[src/rtl/mznm_pkg.sv]
// Shared fetch types and constants.
// Imported by fetch_stage and fetch_ifid_reg.
package mznm_pkg;

  typedef enum logic [1:0] {
    S_OP  = 2'd0,
    S_IMM = 2'd1,
    S_INT = 2'd2
  } fetch_state_e;

  localparam logic [15:0] NOP_INSTR = 16'h0000;
  localparam int          EXT_BIT   = 15;
  localparam logic [1:0]  INT_ENTRY = 2'b11;

  typedef struct packed {
    logic [15:0] instr;
    logic [15:0] imm;
    logic [31:0] pc;
    logic        valid;
  } if_id_t;

  localparam if_id_t IFID_BUBBLE = '{
    instr: NOP_INSTR,
    imm:   16'h0000,
    pc:    32'h0,
    valid: 1'b0
  };

  // Opcode words with the top bit set carry an immediate word.
  function automatic logic is_ext(
    input logic [15:0] w
  );
    return w[EXT_BIT];
  endfunction

endpackage

[src/rtl/fetch_ifid_reg.sv]
// IF/ID pipeline register.
// Clear beats hold; hold is simply load deasserted.
module fetch_ifid_reg
  import mznm_pkg::*;
(
  input  logic   clk,
  input  logic   reset,
  input  logic   clear,
  input  logic   load,
  input  if_id_t d,
  output if_id_t q
);

  always_ff @(posedge clk or posedge reset) begin
    if (reset) begin
      q <= IFID_BUBBLE;
    end else if (clear) begin
      q <= IFID_BUBBLE;
    end else if (load) begin
      q <= d;
    end
  end

endmodule

[src/rtl/fetch_stage.sv]
// Fetch stage: assembles 1- or 2-word instructions into IF/ID.
// Interrupt entry is built only when FETCH_INTERRUPT_EN is defined.
module fetch_stage
  import mznm_pkg::*;
(
  input  logic        clk,
  input  logic        reset,
  input  logic [31:0] pc,
  input  logic [15:0] imemData,
  input  logic        stall,
  input  logic        flush,
  input  logic        interruptReq,
  output logic [15:0] fetchInstr,
  output logic [15:0] fetchImm,
  output logic [31:0] fetchPc,
  output logic        fetchValid,
  output logic [1:0]  interruptSignal,
  output logic [31:0] savedPc
);

  fetch_state_e state;
  fetch_state_e state_n;

  logic [15:0] hold_instr;
  logic [15:0] hold_instr_n;
  logic [31:0] hold_pc;
  logic [31:0] hold_pc_n;

  logic   int_pending;
  if_id_t ifid_d;
  if_id_t ifid_q;

  always_comb begin
    state_n      = state;
    hold_instr_n = hold_instr;
    hold_pc_n    = hold_pc;
    ifid_d       = IFID_BUBBLE;
    unique case (1'b1)
      (state == S_OP): begin
        if (int_pending) begin
          state_n = S_INT;
        end else if (is_ext(imemData)) begin
          hold_instr_n = imemData;
          hold_pc_n    = pc;
          state_n      = S_IMM;
        end else begin
          ifid_d = '{
            instr: imemData,
            imm:   16'h0000,
            pc:    pc,
            valid: 1'b1
          };
        end
      end
      (state == S_IMM): begin
        ifid_d = '{
          instr: hold_instr,
          imm:   imemData,
          pc:    hold_pc,
          valid: 1'b1
        };
        state_n = S_OP;
      end
      default: begin
        state_n = S_OP;
      end
    endcase
  end

  // A flush abandons any half-fetched instruction.
  always_ff @(posedge clk or posedge reset) begin
    if (reset) begin
      state      <= S_OP;
      hold_instr <= NOP_INSTR;
      hold_pc    <= 32'h0;
    end else if (flush) begin
      state <= S_OP;
    end else if (!stall) begin
      state      <= state_n;
      hold_instr <= hold_instr_n;
      hold_pc    <= hold_pc_n;
    end
  end

  fetch_ifid_reg u_ifid (
    .clk   (clk),
    .reset (reset),
    .clear (flush),
    .load  (!stall),
    .d     (ifid_d),
    .q     (ifid_q)
  );

  assign fetchInstr = ifid_q.instr;
  assign fetchImm   = ifid_q.imm;
  assign fetchPc    = ifid_q.pc;
  assign fetchValid = ifid_q.valid;

`ifdef FETCH_INTERRUPT_EN
  logic        pending;
  logic        entry;
  logic [31:0] saved_pc;

  assign entry = (state == S_OP) && pending;

  always_ff @(posedge clk or posedge reset) begin
    if (reset) begin
      pending  <= 1'b0;
      saved_pc <= 32'h0;
    end else if (flush) begin
      pending <= pending | interruptReq;
    end else if (!stall) begin
      pending <= (pending & ~entry) | interruptReq;
      if (entry) begin
        saved_pc <= pc;
      end
    end
  end

  assign int_pending     = pending;
  assign savedPc         = saved_pc;
  assign interruptSignal =
    (state == S_INT) ? INT_ENTRY : 2'b00;
`else
  logic unused_irq;

  assign unused_irq      = interruptReq;
  assign int_pending     = 1'b0;
  assign savedPc         = 32'h0;
  assign interruptSignal = 2'b00;
`endif

endmodule

[config.mk]
export PLATFORM = sky130hd
export DESIGN_NAME = fetch_stage
export DESIGN_NICKNAME = d
export VERILOG_FILES = /design/src/rtl/mznm_pkg.sv /design/src/rtl/fetch_ifid_reg.sv /design/src/rtl/fetch_stage.sv
export SDC_FILE = /design/constraint.sdc
export NUM_CORES = 1
export LEC_CHECK = 0
export CORE_ASPECT_RATIO = 1.25
export CORE_MARGIN = 1.5
export CORE_UTILIZATION = 35
export DETAILED_ROUTE_END_ITERATION = 16
export GPL_TIMING_DRIVEN = 0
export PLACE_DENSITY = 0.73
export SETUP_SLACK_MARGIN = 0.4
export SYNTH_ARGS = -nofsm -noshare
export SYNTH_HDL_FRONTEND = slang
export SYNTH_SLANG_ARGS = --single-unit
[constraint.sdc]
create_clock -name clk -period 8.4 [get_ports clk]
set_clock_uncertainty 0.15 [all_clocks]
set_input_delay 2.52 -clock clk [delete_from_list [all_inputs] [get_ports clk]]
set_output_delay 2.52 -clock clk [all_outputs]
set_load 0.05 [all_outputs]
* After elaboration in Yosys (flattened, before gate mapping)
Cells that the tools add are included.
** Word-level totals
- Register bits after elaboration :: 115
** Cells by class
- Eq/ne operators :: 3
- Muxes and demuxes :: 8
- Bitwise operators :: 2
- Reductions and logical operators :: 3
** Operator list (count)
- 2-to-1 mux 65 bit :: 2
- case mux 65 bit (2 select lines) :: 1
- 2-to-1 mux 64 bit :: 1
- 2-to-1 mux 2 bit :: 4
- AND reduction 4 bit :: 1
- inequality test 3 bit (second input constant) :: 1
- == test 2 x 1 -> 1 bit (second input constant) :: 1
- zero test 2 bit :: 1
- inequality test 2 x 1 -> 1 bit (second input constant) :: 1
- NOT 1 bit :: 2
- AND reduction 2 bit :: 1

* Longest topological paths before layout
Gate-level depths: netlist (run 1).
- Word-level depth :: 4
- Mapped depth :: 5
- Gate-level depth less buffers :: 2

* By module
Synthesis (run 1) repeated with hierarchy kept, for this count alone.
** Unflattened totals
- Cell total of the unflattened synthesis :: 484
- Area, all modules :: 5514.0 um2
** Modules (own cells, without submodules)
- fetch_stage :: times used 1, cells each 274, area an instance 2842.7 um2, sequential area each 1226.2 um2
- fetch_ifid_reg :: times used 1, cells each 210, area an instance 2671.3 um2, sequential area each 1626.6 um2

* Worst setup path after synthesis (run 1)
Ideal clock, no wire load.
- Kind :: input-to-reg
- Start point :: input flush
- End point :: register hold_instr[13]
- Arrival time :: 3631 ps
- Setup slack :: 4492 ps
- Stages :: 5
- Buffers on the path :: 3
- Cells stage by stage :: buf_2 > nor4b_4 > buf_6 > buf_6 > mux2_1
** Between the ends
- Word-level cells in the longest chain between the ends :: 2
** Ends and longest elaborated chain
- from (decl) :: line fetch_stage.sv:11 : input logic flush,
- NOT 1 bit (no line)
- AND reduction 4 bit (no line)
- to (signal assigned) :: line fetch_stage.sv:80 : hold_instr <= hold_instr_n;
- to (decl) :: line fetch_stage.sv:24 : logic [15:0] hold_instr;
No other way between the ends.
A chain may end at the register's enable or synchronous reset.

* Worst setup path after layout (run 1)
- Start point :: register u_ifid.q[53] (netlist name)
- End point :: output fetchInstr[4]
** RTL lines
- from (decl) :: line fetch_ifid_reg.sv:11 : output if_id_t q
- from (signal assigned) :: line fetch_ifid_reg.sv:16 : q <= IFID_BUBBLE;
- from (signal assigned) :: line fetch_ifid_reg.sv:18 : q <= IFID_BUBBLE;
- from (signal assigned) :: line fetch_ifid_reg.sv:20 : q <= d;
- to (decl) :: line fetch_stage.sv:13 : output logic [15:0] fetchInstr,
No word-level cell between the ends.

==> run summary, run 1 <==
RR Startpoint: state[0]
# port buffers: 114
register area: 0.002853 mm2
RSZ-0062 raised after global routing: false
first-pass GRT wire length: 22.35 mm
#FFs+latches synth: 114
WP buf/inv: 1
Arrival @ worst endpoint: 1600 ps
Die X-Extent: 113.1 um
maximum fanout along the worst path: 2
Clk Latency, worst-skew pair: 410 ps
Crit. End Element: output port
syn_area_per_cell: 11.75 um2
Largest stage delay, worst path: 820 ps
Cell Chain, Critical Path: clkdlybuf4s50_1
area grow syn2layout: 39.47%
non-filler instance count after layout: 813
WS Path Type: register to output port
R2R cell count: 5
root buffer cell: clkbuf_16
DR WL/cell: 17.16 um
Final Max Tran Viols: 0
TritonCTS clock tree: yes
sequential share of the synthesized area: 0.5382
pwr dens: 223.5 mW/mm2
Peak VDD IR: 0.0001176 V
post-placement cell count: 781
final hold vios: 0
Num CTS Buffers: 17
Final GP Congestion: 0.7291
core area: 0.01489 mm2
clock transition at the registers of the reported paths: 60 ps
n_diodes: 0
Setup WS pre-CTS: 3902 ps
Sink Count: 114
critical path launch point: u_ifid.q[53]
Total GRT Usage: 0.1811
CP Depth: 1
die height: 140.6 um
post_cts resized: 0
Final Power: 1.652 mW
Tightest Pin Transition: 627.6 ps
initial antenna violation count: 0
max-cap violation count: 0
grt ovf: 0
die area: 0.01589 mm2
Via Count: 4,112
hold path depth: 1
setup bufs post-CTS: 0
multi-input logic area: 0.001939 mm2
Worst Hold Launch: hold_instr[15]
part of the cycle the worst path needs: 0.5085
achievable clock frequency: 234.1 MHz
WL final: 13.96 mm
Post-DRT Antenna Nets: 0
Static Leak: 3.229 nW
IO Pins: 152
synthesized instance count: 451
initial DRC count: 134
TNS Setup: 0 ps
Filler cells: 1,334
Max H-tree Level: 4
status: finished clean
cts hold-fix bufs: 0
slowest CP cell: clkdlybuf4s50_1
Starting Density: 0.3560
share of cells above drive strength 1: 0.2219
Worst Hold Class: register to register
HPWL after DPL: 9.902 mm
largest net degree at the start of global routing: 74
Cell Rows: 50
number of global-route vias before repair: 4,403
Mapped Area: 0.005300 mm2
Netlist cell types: 23
crit-path leading delay family: buffers and inverters
clk buf depth: 2
type of origin of the critical path: register
Req. time, crit path: 5730 ps
1st-pass router iterations: 4
Nets: 671
max_slew headroom: 0.5798
vias per std cell: 5.058
DR DRC count: 0
Ys Warns: 0
minimum clock period after layout: 4271 ps
Final Setup Violations: 0
final worst slack: 4129 ps
## cells in the mapped netlist (all sizes together)
cell type	count	area [um2]
a221oi	47	411.6
inv	48	180.2
nor3	1	5.000
clkbuf	18	68.81
or2	1	6.260
conb	1	3.750
dfrtp	114	2853
a22o	17	148.9
or3b	47	411.6
nor2b	2	12.51
a21oi	47	235.2
buf	57	382.9
mux2	47	529.3
a21o	1	7.510
nor3b	2	20.02
nor4b	1	23.77
## metrics by stage
step,area (um2),hold WS [ps],utilization
6_report,7392,319.0,0.4965
2_1_floorplan,5424,290.5,-
3_5_place_dp,6823,309.4,0.4582
3_3_place_gp,6793,305.6,0.4562
5_1_grt,7392,340.8,0.4965
4_1_cts,7392,322.3,0.4965
## layout by cell type, fill, tap and decap left out, drive strengths merged, types with 34 or more instances in the layout
cell type	Yosys	routed
mux2	47	47
a221oi	47	47
buf	57	58
conb	1	34
a21oi	47	47
clkdlybuf4s50	0	114
clkbuf	18	35
dfrtp	114	114
inv	48	48
or3b	47	47
## routing by layer
layer | GRT usage | share of wire
met5 | 0 | 0
met4 | 0.06447 | 0.019
met1 | 0.2148 | 0.41
met3 | 0.04256 | 0.053
met2 | 0.3199 | 0.51
## sequential cells by signal (all words and copies together), names as in the netlist
register / flops
hold_pc: 32
hold_instr: 16
u_ifid.q: 65
state: 1
## path summary, 6_finish.rpt
path	slack, ps	endpoint
max reg2reg	6460	hold_pc[1]
max	4130	fetchInstr[4]
min reg2reg	320	hold_instr[15]
max in group asynchronous	4980	u_ifid.q[59]
min in group asynchronous	2370	hold_pc[18]
min	320	hold_instr[15]
## kinds of logic (layout without fill, tap and decap cells)
group           Yosys count  in the layout  synth area share
simple gates             54             54           0.09041
mux                      47             47           0.09986
compound gates          112            112            0.1516
flops                   114            114            0.5382
buf+inv                 123            270            0.1192
other cells               1             34         0.0007075
## where the power goes
group,internal (mW),switching [mW],total (mW)
clock network,0.432,0.259,0.691
logic,0.127,0.183,0.310
registers,0.616,0.0354,0.651
## worst reg2reg max path: cells and delay by family (launching register included)
kind / cells / cell delay (ps)
multiplexers: 1 / 340
AND/OR/NAND/NOR: 1 / 400
buffers and inverters: 3 / 580
flip-flops: 1 / 350
## layout make-up
type	count	area share
plain buffers	75	0.06110
clock buffers	17	0.05755
clock inverters	15	0.01947
inverters	48	0.02471
multi-input cells	247	0.2624
flip-flops and latches	114	0.3859
well taps	182	0.03081
repair buffers	115	0.1581
No activity file was read; power rests on OpenSTA's default activity.
==> run 2: changes to the inputs <==
- PLACE_DENSITY: 0.73 -> 0.75
- clock period: 8.4 -> 3.5 ns (I/O delays scaled with it)
==> run summary, run 2 (synthesis results as in run 1) <==
status: finished clean
post_cts resized: 0
Req. time, crit path: 2300 ps
Peak VDD IR: 0.0003116 V
achievable clock frequency: 357.3 MHz
Arrival @ worst endpoint: 1600 ps
part of the cycle the worst path needs: 0.7998
Setup WS pre-CTS: 443.1 ps
Final Power: 4.131 mW
final worst slack: 700.8 ps
number of global-route vias before repair: 4,313
Final Setup Violations: 0
IO Pins: 152
DR DRC count: 0
minimum clock period after layout: 2799 ps
crit-path leading delay family: buffers and inverters
WP buf/inv: 1
largest net degree at the start of global routing: 45
final hold vios: 0
initial antenna violation count: 0
first-pass GRT wire length: 22.14 mm
WL final: 13.83 mm
Largest Register: u_ifid.q
commonest cells after routing, fill and taps aside: 114 x dfrtp_1, 114 x clkdlybuf4s50_1, 47 x inv_1, 47 x a21oi_1, 47 x a221oi_1
grt ovf: 0
placement-stage cell area: 0.006837 mm2
TritonCTS clock tree: yes
die height: 140.6 um
Clk Latency, worst-skew pair: 410 ps
post-route cell area: 0.007463 mm2
post-placement cell count: 782
core area: 0.01489 mm2
type of origin of the critical path: register
max_slew headroom: 0.5415
root buffer cell: clkbuf_16
n_diodes: 0
Cell Chain, Critical Path: clkdlybuf4s50_1
pwr dens: 553.5 mW/mm2
WS Path Type: register to output port
share of cells above drive strength 1: 0.2231
1st-pass router iterations: 5
Total GRT Usage: 0.1783
Cell Rows: 50
HPWL after DPL: 9.813 mm
Post-DRT Antenna Nets: 0
RSZ-0062 raised after global routing: false
Final GP Congestion: 0.7377
Via Count: 4,113
slowest CP cell: clkdlybuf4s50_1
Final Max Tran Viols: 0
max FFs per register: 65
max-cap violation count: 0
maximum fanout along the worst path: 2
clk buf depth: 2
area grow syn2layout: 40.82%
setup bufs post-CTS: 0
clock transition at the registers of the reported paths: 50 ps
Sink Count: 114
Nets: 672
Crit. End Element: output port
vias per std cell: 5.053
cts hold-fix bufs: 0
Die X-Extent: 113.1 um
initial DRC count: 162
Largest stage delay, worst path: 820 ps
Num CTS Buffers: 17
Tightest Pin Transition: 684.7 ps
Max H-tree Level: 4
Static Leak: 3.262 nW
Worst Hold Class: register to register
Starting Density: 0.3560
# port buffers: 114
largest registers: u_ifid.q (65), hold_pc (32), hold_instr (16)
non-filler instance count after layout: 814
DR WL/cell: 16.99 um
TNS Setup: 0 ps
die area: 0.01589 mm2
[run 2: cell count changes in the layout (fill, tap and decap cells not counted), sizes merged]
cell	previous run	this run
clkbuf	35	36
bufinv	2	4
inv	48	47
clkinv	7	6
buf	58	59
clkinvlp	6	5
[run 2: worst paths after layout]
check | end | slack, ps | depth (start not counted) | startpoint
worst max-delay path | fetchPc[15] | 700 | 1 | u_ifid.q[16]
worst min-delay path | hold_instr[15] | 340 | 1 | hold_instr[15]
worst max register to register | hold_pc[1] | 1600 | 5 | state[0]
worst min register to register | hold_instr[15] | 340 | 1 | hold_instr[15]
max in group asynchronous | u_ifid.q[6] | 1620 | 3 | reset
min in group asynchronous | u_ifid.q[33] | 930 | 2 | reset
[run 2: per-stage QoR]
stage | hold slack [ps] | utilization
2_1_floorplan | 290.5 | -
3_3_place_gp | 305.7 | 0.4565
3_5_place_dp | 322.3 | 0.4592
4_1_cts | 336.1 | 0.5013
5_1_grt | 353.3 | 0.5013
6_report | 335.6 | 0.5013
[run 2: cell type report]
type,instances,area (um2)
plain buffers,75,451.7
clock inverters,14,187.7
inverters,48,183.9
flip-flops and latches,114,2853
fillers,1330,7426
repair buffers,116,1181
well taps,182,227.7
clock buffers,18,439.2
multi-input cells,247,1939
[run 2: report_power, final]
group / switching, mW / internal (mW)
combinational: 0.437 / 0.307
sequential: 0.0824 / 1.48
clock: 0.623 / 1.20
[run 2: routing by layer]
metal	track usage	vias up	wire (um)
met2	0.3008	153	6894
met1	0.2166	2041	5942
met4	0.07039	0	235
met5	0	-	0
li1	-	1898	-
met3	0.04858	21	753
==> run 3: changes to the inputs <==
- clock period: 3.5 -> 2.31 ns (I/O delays scaled with it)
==> run summary, run 3 (synthesis results as in run 1) <==
Tightest Pin Transition: 801.8 ps
grt ovf: 0
internal power: 4.680 mW
Peak VDD IR: 0.0003438 V
RR Startpoint: state[0]
root buffer cell: clkbuf_16
Crit. End Element: output port
Via Count: 4,190
Nets: 679
initial antenna violation count: 0
flop2flop setup slack: 500 ps
initial DRC count: 142
R2R cell count: 5
max_slew headroom: 0.4643
non-filler instance count after layout: 820
DR DRC count: 0
area grow syn2layout: 41.34%
Arrival @ worst endpoint: 1040 ps
Max H-tree Level: 4
CP Depth: 1
post-placement cell count: 782
Clock power frac: 0.442
Req. time, crit path: 1470 ps
Filler cells: 1,353
TritonCTS clock tree: yes
RSZ-0062 raised after global routing: false
share of cells above drive strength 1: 0.3605
Clk Latency, worst-skew pair: 410 ps
reg2reg end: hold_pc[10]
minimum clock period after layout: 1886 ps
placement-stage cell area: 0.007041 mm2
part of the cycle the worst path needs: 0.8163
Die X-Extent: 113.1 um
achievable clock frequency: 530.3 MHz
Final Setup Violations: 0
Sink Count: 114
Final GP Congestion: 0.7379
n_diodes: 0
WP buf/inv: 1
1st-pass router iterations: 4
critical path launch point: u_ifid.q[53]
commonest non-fill, non-tap cell in the layout: dfrtp_1
post-route cell area: 0.007491 mm2
max FFs per register: 65
WS Path Type: register to output port
Num CTS Buffers: 17
crit-path leading delay family: flip-flops
switching power: 1.780 mW
# port buffers: 114
maximum fanout along the worst path: 2
WL final: 14.61 mm
Starting Density: 0.3560
largest net degree at the start of global routing: 43
pwr dens: 862.4 mW/mm2
Post-DRT Antenna Nets: 0
Final Max Tran Viols: 0
HPWL after DPL: 9.959 mm
switch share: 0.2756
clk buf depth: 2
clock transition at the registers of the reported paths: 50 ps
Static Leak: 3.591 nW
die area: 0.01589 mm2
vias per std cell: 5.110
max-cap violation count: 0
Largest Register: u_ifid.q
slowest CP cell: dfrtp_1
core area: 0.01489 mm2
number of global-route vias before repair: 4,363
DR WL/cell: 17.82 um
commonest cells after routing, fill and taps aside: 114 x dfrtp_1, 55 x buf_2, 48 x clkdlybuf4s50_1
Cell Rows: 50
Cell Chain, Critical Path: buf_2
status: finished clean
largest registers: u_ifid.q (65), hold_pc (32), hold_instr (16)
Largest stage delay, worst path: 360 ps
IO Pins: 152
first-pass GRT wire length: 23.22 mm
Total GRT Usage: 0.1874
Comb pwr share: 0.190
crit path to: fetchInstr[4]
die height: 140.6 um
Worst Hold Class: register to register
type of origin of the critical path: register
cts hold-fix bufs: 0
final hold vios: 0
Reg power frac: 0.369
run 3: through the flow:
step / hold slack, ps / total power [mW] / setup slack (ps) / utilization / TNS [ps]
floorplan: 290.5 / 3.278 / 81.57 / - / 0
global placement: 305.4 / 3.613 / -984.4 / 0.4702 / -128810
detailed placement: 313.7 / 3.662 / -421.6 / 0.4729 / -19570
CTS: 324.0 / 6.481 / 389.0 / 0.4953 / 0
global route: 341.0 / 6.703 / 400.3 / 0.5031 / 0
finish: 326.3 / 6.460 / 424.2 / 0.5031 / 0
run 3: worst min-delay path by stage:
stage,from,to,slack (ps),cells past startpoint
2_1_floorplan,hold_instr[15],hold_instr[15],290,1
3_3_place_gp,hold_instr[15],hold_instr[15],310,1
3_5_place_dp,hold_instr[15],hold_instr[15],310,1
4_1_cts,hold_instr[15],hold_instr[15],320,1
5_1_grt,hold_instr[15],hold_instr[15],340,1
6_report,hold_instr[15],hold_instr[15],330,1
run 3: cell type report:
type	count	area [um2]	area share
repair buffers	123	948.4	0.1266
clock inverters	14	214.0	0.02856
well taps	182	227.7	0.03040
clock buffers	17	425.4	0.05679
plain buffers	75	498.0	0.06648
flip-flops and latches	114	2853	0.3808
multi-input cells	247	2141	0.2858
inverters	48	183.9	0.02455
run 3: power groups by stage:
stage | sequential [mW] | clock [mW] | combinational [mW]
2_1_floorplan | 2.58 | 0 | 0.698
3_3_place_gp | 2.39 | 0 | 1.22
3_5_place_dp | 2.41 | 0 | 1.25
4_1_cts | 2.38 | 2.89 | 1.21
5_1_grt | 2.41 | 2.99 | 1.31
6_report | 2.38 | 2.85 | 1.22
run 3: repair_timing:
| item | CTS | global route |
|---|---|---|
| cloned | 0 | 0 |
| setup endpoints to repair | 161 | 66 |
| pin swaps | 0 | 1 |
| resized for setup | 331 | 33 |
| setup buffers | 1 | 6 |
run 3: metal layers:
metal | part of all wire | routed length (um) | up-vias | track usage
met5 | 0 | 0 | - | 0
met1 | 0.43 | 6211 | 2102 | 0.2382
li1 | - | - | 1901 | -
met2 | 0.50 | 7283 | 167 | 0.3161
met4 | 0.018 | 267 | 0 | 0.07039
met3 | 0.058 | 850 | 20 | 0.03740
